$ cat config.mk
export PLATFORM = sky130hd
export DESIGN_NAME = collapsering_harvester
export DESIGN_NICKNAME = d
export VERILOG_FILES = /design/src/rtl/collapsering_harvester.sv
export SDC_FILE = /design/constraint.sdc
export NUM_CORES = 1
export LEC_CHECK = 0
export BUFFER_PORTS_ARGS = -buffer_cell sky130_fd_sc_hd__buf_4
export CAP_MARGIN = 20
export CORE_ASPECT_RATIO = 1.4
export CORE_MARGIN = 2
export CORE_UTILIZATION = 32
export DETAILED_ROUTE_END_ITERATION = 7
export SYNTH_ARGS = -nofsm -noshare
export SYNTH_HDL_FRONTEND = slang
export SYNTH_SLANG_ARGS = --single-unit
$ cat constraint.sdc
create_clock -name clk -period 5.6 [get_ports clk]
set_input_delay 1.12 -clock clk [delete_from_list [all_inputs] [get_ports clk]]
set_output_delay 1.12 -clock clk [all_outputs]
set_load 0.05 [all_outputs]
$ cat src/rtl/collapsering_harvester.sv
// Purpose: drives collapsing-ring oscillator macros and harvests their edge counts as random bits or raw counts.
// Latency: ring_start rises one clk after the IDLE->ARM decision; a word appears one clk after its last HARVEST.
// Backpressure: out_valid/out_data hold until accepted; no new trial starts while a word is pending.
module collapsering_harvester #(
    parameter int CHANNELS = 4,
    parameter int DATA_W   = 32,
    parameter int CNT_W    = 16,
    parameter int EDGE_W   = 8
) (
    input  logic                clk,
    input  logic                rst,
    input  logic                enable,
    input  logic                mode,
    input  logic [CHANNELS-1:0] channel_mask,
    input  logic [CNT_W-1:0]    run_cycles,
    input  logic [CNT_W-1:0]    idle_cycles,
    output logic [CHANNELS-1:0] ring_start,
    input  logic [CHANNELS-1:0] ring_clk,
    output logic [DATA_W-1:0]   out_data,
    output logic                out_valid,
    input  logic                out_ready,
    output logic                busy
);
    localparam int BC_W = $clog2(DATA_W + 1);

    typedef enum logic [1:0] {IDLE, ARM, SETTLE, HARVEST} state_t;

    state_t              state;
    logic [CHANNELS-1:0] sync1, sync2, sync3, rise;
    logic [EDGE_W-1:0]   cnt [CHANNELS];
    logic [CNT_W-1:0]    timer, run_s, idle_s, run_last, settle_last;
    logic                mode_s;
    logic [CHANNELS-1:0] mask_s, parity;
    logic [DATA_W-1:0]   shreg, shift_next, raw_word;
    logic [BC_W-1:0]     bitcnt;
    logic                hbit, last_bit, counting, arm_entry;

    // Ring outputs are asynchronous: two flops for metastability, a third to detect rising edges.
    always_ff @(posedge clk or posedge rst) begin
        if (rst) begin
            sync1 <= '0;
            sync2 <= '0;
            sync3 <= '0;
        end else begin
            sync1 <= ring_clk;
            sync2 <= sync1;
            sync3 <= sync2;
        end
    end

    assign rise     = sync2 & ~sync3;
    assign counting = (state == ARM) || (state == SETTLE);

    // Phase lengths: ARM at least 1 cycle, SETTLE at least 2 so the synchronizer drains.
    assign run_last    = (run_s == '0) ? '0 : run_s - 1'b1;
    assign settle_last = (idle_s < CNT_W'(2)) ? CNT_W'(1) : idle_s - 1'b1;

    // Harvested bit, shifted word and raw count of the lowest-indexed masked channel.
    always_comb begin
        raw_word = '0;
        parity   = '0;
        for (int i = 0; i < CHANNELS; i++) begin
            parity[i] = cnt[i][0];
        end
        for (int i = CHANNELS - 1; i >= 0; i--) begin
            if (mask_s[i]) begin
                raw_word               = '0;
                raw_word[EDGE_W-1:0]   = cnt[i];
            end
        end
    end

    assign hbit       = ^(parity & mask_s);
    assign shift_next = {shreg[DATA_W-2:0], hbit};
    assign last_bit   = (bitcnt == BC_W'(DATA_W - 1));

    // A trial starts from IDLE when no word is pending, or directly after a HARVEST that did not finish a word.
    assign arm_entry = enable && (((state == IDLE) && !out_valid) ||
                                  ((state == HARVEST) && !mode_s && !last_bit));

    // Per-channel saturating edge counters, cleared on every ARM entry.
    always_ff @(posedge clk or posedge rst) begin
        if (rst) begin
            for (int i = 0; i < CHANNELS; i++) cnt[i] <= '0;
        end else begin
            for (int i = 0; i < CHANNELS; i++) begin
                if (arm_entry)
                    cnt[i] <= '0;
                else if (counting && rise[i] && (cnt[i] != '1))
                    cnt[i] <= cnt[i] + 1'b1;
            end
        end
    end

    // Trial sequencer, bit packer and output handshake.
    always_ff @(posedge clk or posedge rst) begin
        if (rst) begin
            state      <= IDLE;
            ring_start <= '0;
            out_data   <= '0;
            out_valid  <= 1'b0;
            shreg      <= '0;
            bitcnt     <= '0;
            timer      <= '0;
            mode_s     <= 1'b0;
            mask_s     <= '0;
            run_s      <= '0;
            idle_s     <= '0;
        end else begin
            if (out_valid && out_ready)
                out_valid <= 1'b0;

            if ((state != IDLE) && !enable) begin
                // Abort: drop the partial word but keep any pending output word.
                state      <= IDLE;
                ring_start <= '0;
                shreg      <= '0;
                bitcnt     <= '0;
                timer      <= '0;
            end else begin
                case (state)
                    ARM: begin
                        if (timer == run_last) begin
                            state      <= SETTLE;
                            ring_start <= '0;
                            timer      <= '0;
                        end else begin
                            timer <= timer + 1'b1;
                        end
                    end
                    SETTLE: begin
                        if (timer == settle_last) begin
                            state <= HARVEST;
                            timer <= '0;
                        end else begin
                            timer <= timer + 1'b1;
                        end
                    end
                    HARVEST: begin
                        if (mode_s) begin
                            out_data  <= raw_word;
                            out_valid <= 1'b1;
                            state     <= IDLE;
                        end else begin
                            shreg <= shift_next;
                            if (last_bit) begin
                                out_data  <= shift_next;
                                out_valid <= 1'b1;
                                bitcnt    <= '0;
                                state     <= IDLE;
                            end else begin
                                bitcnt <= bitcnt + 1'b1;
                            end
                        end
                    end
                    default: ;
                endcase

                if (arm_entry) begin
                    state      <= ARM;
                    ring_start <= channel_mask;
                    timer      <= '0;
                    mode_s     <= mode;
                    mask_s     <= channel_mask;
                    run_s      <= run_cycles;
                    idle_s     <= idle_cycles;
                    if (mode != mode_s) begin
                        shreg  <= '0;
                        bitcnt <= '0;
                    end
                end
            end
        end
    end

    assign busy = (state != IDLE);

endmodule

* After elaboration in Yosys (flattened, before gate mapping)
Cells that the tools add are included.
** Word-level totals
- Output and inout port bits :: 38
- Input port bits :: 45
- Word-level logic and storage cells :: 130
- Bits in registers :: 174
** Cells by class
- Add/sub/neg operators :: 8
- Muxes and demuxes :: 48
- Equal/unequal tests :: 14
- Reductions and logical operators :: 37
- $lt $le $gt $ge :: 1
- Bitwise logic cells :: 4
** Operator list (count)
- $mux 32 :: 10
- $mux 16 :: 6
- $mux 8 :: 9
- $mux 6 :: 6
- $add 8x1->8 const B :: 4
- $eq 16x16->1 :: 2
- $ne 8x8->1 const B :: 4
- $pmux 16 s2 :: 1
- $sub 16x1->16 const B :: 2
- $add 16x1->16 const B :: 1
- $logic_not 16->1 :: 1
- $lt 16x2->1 const B :: 1
- $mux 4 :: 4
- $logic_and 1x1->1 :: 14
- $mux 2 :: 6
- $reduce_bool 2->1 :: 6
- $and 4x4->4 :: 2
- $ne 4x2->1 const B :: 2
- $add 6x1->6 const B :: 1
- $eq 6x5->1 const B :: 1
- $pmux 2 s3 :: 1
- $reduce_bool 3->1 :: 2
- $mux 1 :: 5
- $ne 5x4->1 const B :: 1
- 14 further kinds :: 20

* Depth between registers and ports, before layout
- Word-level depth :: 7
- Mapped depth :: 13

* Worst setup path after synthesis
Ideal clock, no wire load.
- Kind :: reg-to-reg
- Start point :: register run_s[2]
- End point :: register timer[11]
- Slack :: 2082 ps
- Arrival time :: 3396 ps
- Setup time :: 122 ps
- Stages on the path, launching flop included :: 12
- Cell sequence :: dfrtp_1 -> buf_6 -> or4_4 -> or4_4 -> or2_4 -> or4_1 -> and3_1 -> or2_1 -> or3_4 -> buf_6 -> a31o_2 -> o2bb2ai_1
** On the way
- Word-level cells in the longest chain between the ends :: 7
** Ends and longest elaborated chain
- from (decl) :: RTL line 31 : logic [CNT_W-1:0] timer, run_s, idle_s, run_last, settle_last;
- from (signal assigned) :: RTL line 165 : run_s <= run_cycles;
- $sub 16x1->16 or $logic_not 16->1 (tied branches) :: RTL line 55 : assign run_last = (run_s == '0) ? '0 : run_s - 1'b1;
- $mux 16 * :: RTL line 55
- $eq 16x16->1 * :: RTL line 123 : if (timer == run_last) begin
- $mux 16 * :: RTL line 123
- $pmux 16 s2 * :: RTL line 121 : case (state)
- $mux 16 * :: RTL line 159 : if (arm_entry) begin
- $mux 16 * :: RTL line 113 : if ((state != IDLE) && !enable) begin
- to (signal assigned) :: RTL line 128 : timer <= timer + 1'b1;
- to (signal assigned) :: RTL line 136 : timer <= timer + 1'b1;
- to (decl) :: RTL line 31
Mark *: on every way between the ends. The rest lies on a longest branch, timed or not.
A chain may end at the register's enable or synchronous reset.

* Worst setup path after layout
- Start point :: register idle_s[6]
- End point :: register timer[6]
** On the way
- Word-level cells in the longest chain between the ends :: 7
** Ends and longest elaborated chain
- from (decl) :: RTL line 31
- from (signal assigned) :: RTL line 166 : idle_s <= idle_cycles;
- $sub 16x1->16 or $lt 16x2->1 (tied branches) :: RTL line 56 : assign settle_last = (idle_s < CNT_W'(2)) ? CNT_W'(1) : idle_s - 1'b1;
- $mux 16 * :: RTL line 56
- $eq 16x16->1 * :: RTL line 132 : if (timer == settle_last) begin
- $mux 16 * :: RTL line 132
- $pmux 16 s2 * :: RTL line 121
- $mux 16 * :: RTL line 159
- $mux 16 * :: RTL line 113
Marked as above.

==> impl_metrics.prom <==
# TYPE chip_impl_metric gauge
chip_impl_info{name="worstPathCellList",value="or4_1 > or4_1 > or4_1 > and2_1 > o32a_1 > o31ai_1 > nand4_1 > nand4b_2 > o22ai_1"} 1
chip_impl_metric{name="cts.hold.buffers_added",unit=""} 0
chip_impl_metric{name="maximum_number_of_pins_on_one_net_before_global_route_repair",unit=""} 174
chip_impl_metric{name="drtPass1Iterations",unit=""} 4
chip_impl_info{name="min_to",value="sync2[2]"} 1
chip_impl_metric{name="syn_area",unit="sq um"} 9350
chip_impl_info{name="status",value="completed"} 1
chip_impl_metric{name="boundaryPins",unit=""} 83
chip_impl_metric{name="fmax",unit="MHz"} 232
chip_impl_info{name="worst-setup-path-type",value="register to register"} 1
chip_impl_metric{name="timing.critical_path.arrival",unit="ns"} 4.62
chip_impl_metric{name="fin_worst_skew",unit="ns"} 0.0106
chip_impl_metric{name="maxSlewHeadroom",unit="%"} 33.4
chip_impl_metric{name="yosys_register_bits",unit=""} 173
chip_impl_metric{name="vias",unit=""} 7973
chip_impl_metric{name="timing.max_cap.violations",unit=""} 0
chip_impl_info{name="crit_path_frequent_cell",value="or4_1"} 1
chip_impl_metric{name="die_ar",unit="sq um"} 30600
chip_impl_metric{name="numCtsBuffers",unit=""} 17
chip_impl_metric{name="critical-path-max-stage-delay",unit="ns"} 0.69
chip_impl_metric{name="dpl.cell_count",unit=""} 1502
chip_impl_metric{name="final_wirelength",unit="mm"} 24.1
chip_impl_metric{name="core-area",unit="sq um"} 29000
chip_impl_info{name="critPathTopFamily",value="simple AND/OR/NAND/NOR gates"} 1
chip_impl_metric{name="min_period_over_period",unit="%"} 76.9
chip_impl_metric{name="port_buffers",unit=""} 82
chip_impl_metric{name="remaining_drc_errors",unit=""} 0
chip_impl_metric{name="num_rows",unit=""} 74
chip_impl_info{name="hp-class",value="register to register"} 1
chip_impl_metric{name="ys_types",unit=""} 68
chip_impl_metric{name="synthesis.instances",unit=""} 1104
chip_impl_info{name="hold_start",value="sync1[2]"} 1
chip_impl_metric{name="clock_path_buffers",unit=""} 2
chip_impl_metric{name="hpwlAfterDp",unit="mm"} 16.4
chip_impl_metric{name="synthToLayoutAreaGrowth",unit="%"} 15.4
chip_impl_metric{name="cts.repair_timing.setup_buffer_count",unit=""} 0
chip_impl_metric{name="power_leakage",unit="nW"} 4.61
chip_impl_info{name="synth_largest_area_cell",value="dfrtp_1"} 1
chip_impl_metric{name="antenna_nets_post_route",unit=""} 0
chip_impl_metric{name="synth.avg_cell_area",unit="sq um"} 8.47
chip_impl_metric{name="tightestPinTransition",unit="ns"} 0.999
chip_impl_info{name="rr_endpoint",value="timer[6]"} 1
chip_impl_metric{name="tns",unit="ns"} 0
chip_impl_metric{name="synth-async-reset-ratio",unit="%"} 100
chip_impl_info{name="unrepaired_setup_endpoints_after_global_routing",value="no"} 1
chip_impl_metric{name="synth_sequential_area_ratio",unit="%"} 46.3
chip_impl_metric{name="layoutNonFillerInstCount",unit=""} 1533
chip_impl_metric{name="r2r.worst_path.cells",unit=""} 9
chip_impl_metric{name="initial_core_util",unit="%"} 32.3
chip_impl_metric{name="synth.yosys.warnings",unit=""} 0
chip_impl_info{name="crit_path_top_delay_cell",value="or4_1"} 1
chip_impl_metric{name="post-route-min-period",unit="ns"} 4.31
chip_impl_metric{name="hold_viol",unit=""} 0
chip_impl_metric{name="clock_latency_late_sink",unit="ns"} 0.45
chip_impl_metric{name="synth-edff-count",unit=""} 0
chip_impl_metric{name="slew_limit_fails",unit=""} 0
chip_impl_metric{name="h-tree-depth",unit=""} 4
chip_impl_metric{name="die-height",unit="um"} 206
chip_impl_metric{name="avgRoutedWirePerCell",unit="um"} 15.7
chip_impl_metric{name="vdd.ir_drop.worst",unit="mV"} 0.315
chip_impl_metric{name="worst-path-max-fanout",unit=""} 16
chip_impl_info{name="cts_tree",value="built"} 1
chip_impl_info{name="r2r_start",value="idle_s[6]"} 1
chip_impl_metric{name="setup_viol_count_final",unit=""} 0
chip_impl_metric{name="synth.net_count",unit=""} 1162
chip_impl_metric{name="first_global_vias",unit=""} 7845
chip_impl_metric{name="final_net_count",unit=""} 1199
chip_impl_metric{name="clkSlewWorstSetupHoldPaths",unit="ns"} 0.07
chip_impl_info{name="post_synth_main_area_contributors",value="dfrtp_1, nand2_1, o21ai_0"} 1
chip_impl_metric{name="gp_congestion",unit=""} 0.885
chip_impl_metric{name="antenna_found_initial",unit=""} 1
chip_impl_info{name="primary_ff_master_synth",value="dfrtp_1"} 1
chip_impl_metric{name="die_width",unit="um"} 148
chip_impl_metric{name="rrSetupSlack",unit="ns"} 1.29
chip_impl_metric{name="cts.repair.resized",unit=""} 0
chip_impl_metric{name="required",unit="ns"} 5.92
chip_impl_metric{name="min_delay_path_depth",unit=""} 0
chip_impl_metric{name="final_layout_size_suffix_gt1_share",unit="%"} 12.8
chip_impl_info{name="timing.critical_path.from_type",value="register"} 1
chip_impl_metric{name="yosys.area.top_type_share",unit="%"} 46.3
chip_impl_metric{name="vias_per_cell",unit=""} 5.20
chip_impl_metric{name="gr-usage-all-layers",unit="%"} 16.4
chip_impl_metric{name="detailedRoute.firstIterationViolations",unit=""} 533
chip_impl_metric{name="critical_path.n_buffers_inverters",unit=""} 0
chip_impl_metric{name="cts_num_sinks",unit=""} 173
chip_impl_metric{name="gr-total-overflow",unit=""} 0
chip_impl_info{name="cp-end-kind",value="register"} 1
chip_impl_metric{name="pwr_density",unit="nW/um^2"} 469
chip_impl_info{name="clk_root_buffer_cell",value="clkbuf_16"} 1
chip_impl_metric{name="grt_first_pass_wirelength",unit="mm"} 39.9
## worst register-to-register path, delay by kind of cell (launching register included)
family / cells / cell delay [ns]
flip-flops: 1 / 0.45
AO/OA/AOI/OAI: 3 / 0.60
AND/OR/NAND/NOR: 6 / 3.15
## layout make-up
type                       count  area, sq um
sequential                   173         4330
fill                        2960        18200
tap                          380          475
clock buffer                  19          443
timing repair buffer          91          696
antenna                        1         2.50
inverter                      26          101
multi-input combinational    832         4660
clock inverter                11         83.8
## per-stage QoR
step	worst slack (ns)	power (W)	instance area (sq um)	util, %	hold WS [ns]
after floorplan	2.08	0.00338	9360	-	0.331
after global placement	1.37	0.00394	10300	35.4	0.336
after detailed placement	1.36	0.00397	10300	35.4	0.335
after CTS	1.34	0.00511	10800	37.2	0.349
after global routing	0.957	0.00543	10800	37.2	0.368
final	1.29	0.00506	10800	37.2	0.348
## report_power, final
part / total (W) / internal, W / switching, W
combinational: 0.00209 / 0.000760 / 0.00133
sequential: 0.00186 / 0.00148 / 0.000380
clock: 0.00111 / 0.000580 / 0.000532
total: 0.00506 / 0.00282 / 0.00225
## routing by layer
metal  vias up  track usage [%]  part of all wire, %
met2       176             27.9                   49
li1       3898                -                    -
met3        50             3.38                  3.6
met5         -                0                    0
met1      3849             20.0                   43
met4         0             7.41                  3.5
## worst max-delay path by stage
stage | start | end | slack, ns | cells past startpoint
3_5_place_dp | idle_s[6] | timer[15] | 1.36 | 9
2_1_floorplan | run_s[2] | timer[11] | 2.08 | 11
3_3_place_gp | idle_s[6] | timer[15] | 1.37 | 9
5_1_grt | idle_s[0] | timer[15] | 0.96 | 11
6_report | idle_s[6] | timer[6] | 1.29 | 9
4_1_cts | idle_s[6] | timer[5] | 1.34 | 9
## sequential cells by signal, indices dropped and copies added, names as in the netlist, 6 cells and up
register,flops
cnt,32
timer,16
run_s,16
out_data,32
bitcnt,6
idle_s,16
shreg,31
## kinds of logic after synthesis
kind of cell | share of synthesized area [%]
AOI/OAI and AO/OA | 14.9
xor gates and xnor gates | 5.34
adders and majority gates | 1.74
buffers and inverters | 4.21
DFF | 46.3
muxes | 1.40
and+or+nand+nor | 26.1
## cell usage in the layout (no fill, tap or decap), types with 14 or more instances in the layout
master,instances
a21oi_1,63
buf_4,90
nor2_1,78
dfrtp_1,173
xnor2_1,29
inv_1,24
xor2_1,28
o21ai_0,70
nand3_1,21
nor4_1,19
and3_1,14
nand2_1,279
clkbuf_16,17
nand4_1,16
nor3_1,21
## synthesized netlist by cell type (7+ instances only)
| master | n |
|---|---|
| mux2i_1 | 12 |
| o211ai_1 | 12 |
| o21ai_0 | 70 |
| xnor2_1 | 29 |
| and3_1 | 14 |
| nor4_1 | 19 |
| nor3_1 | 21 |
| o22ai_1 | 7 |
| nand4_1 | 16 |
| or3_1 | 13 |
| o2bb2ai_1 | 8 |
| or4_1 | 13 |
| xor2_1 | 28 |
| inv_1 | 25 |
| nand3_1 | 21 |
| ha_1 | 13 |
| clkbuf_1 | 63 |
| a21oi_1 | 63 |
| nand2_1 | 279 |
| nor2_1 | 79 |
| dfrtp_1 | 173 |
(Power assumes the default switching activity.)
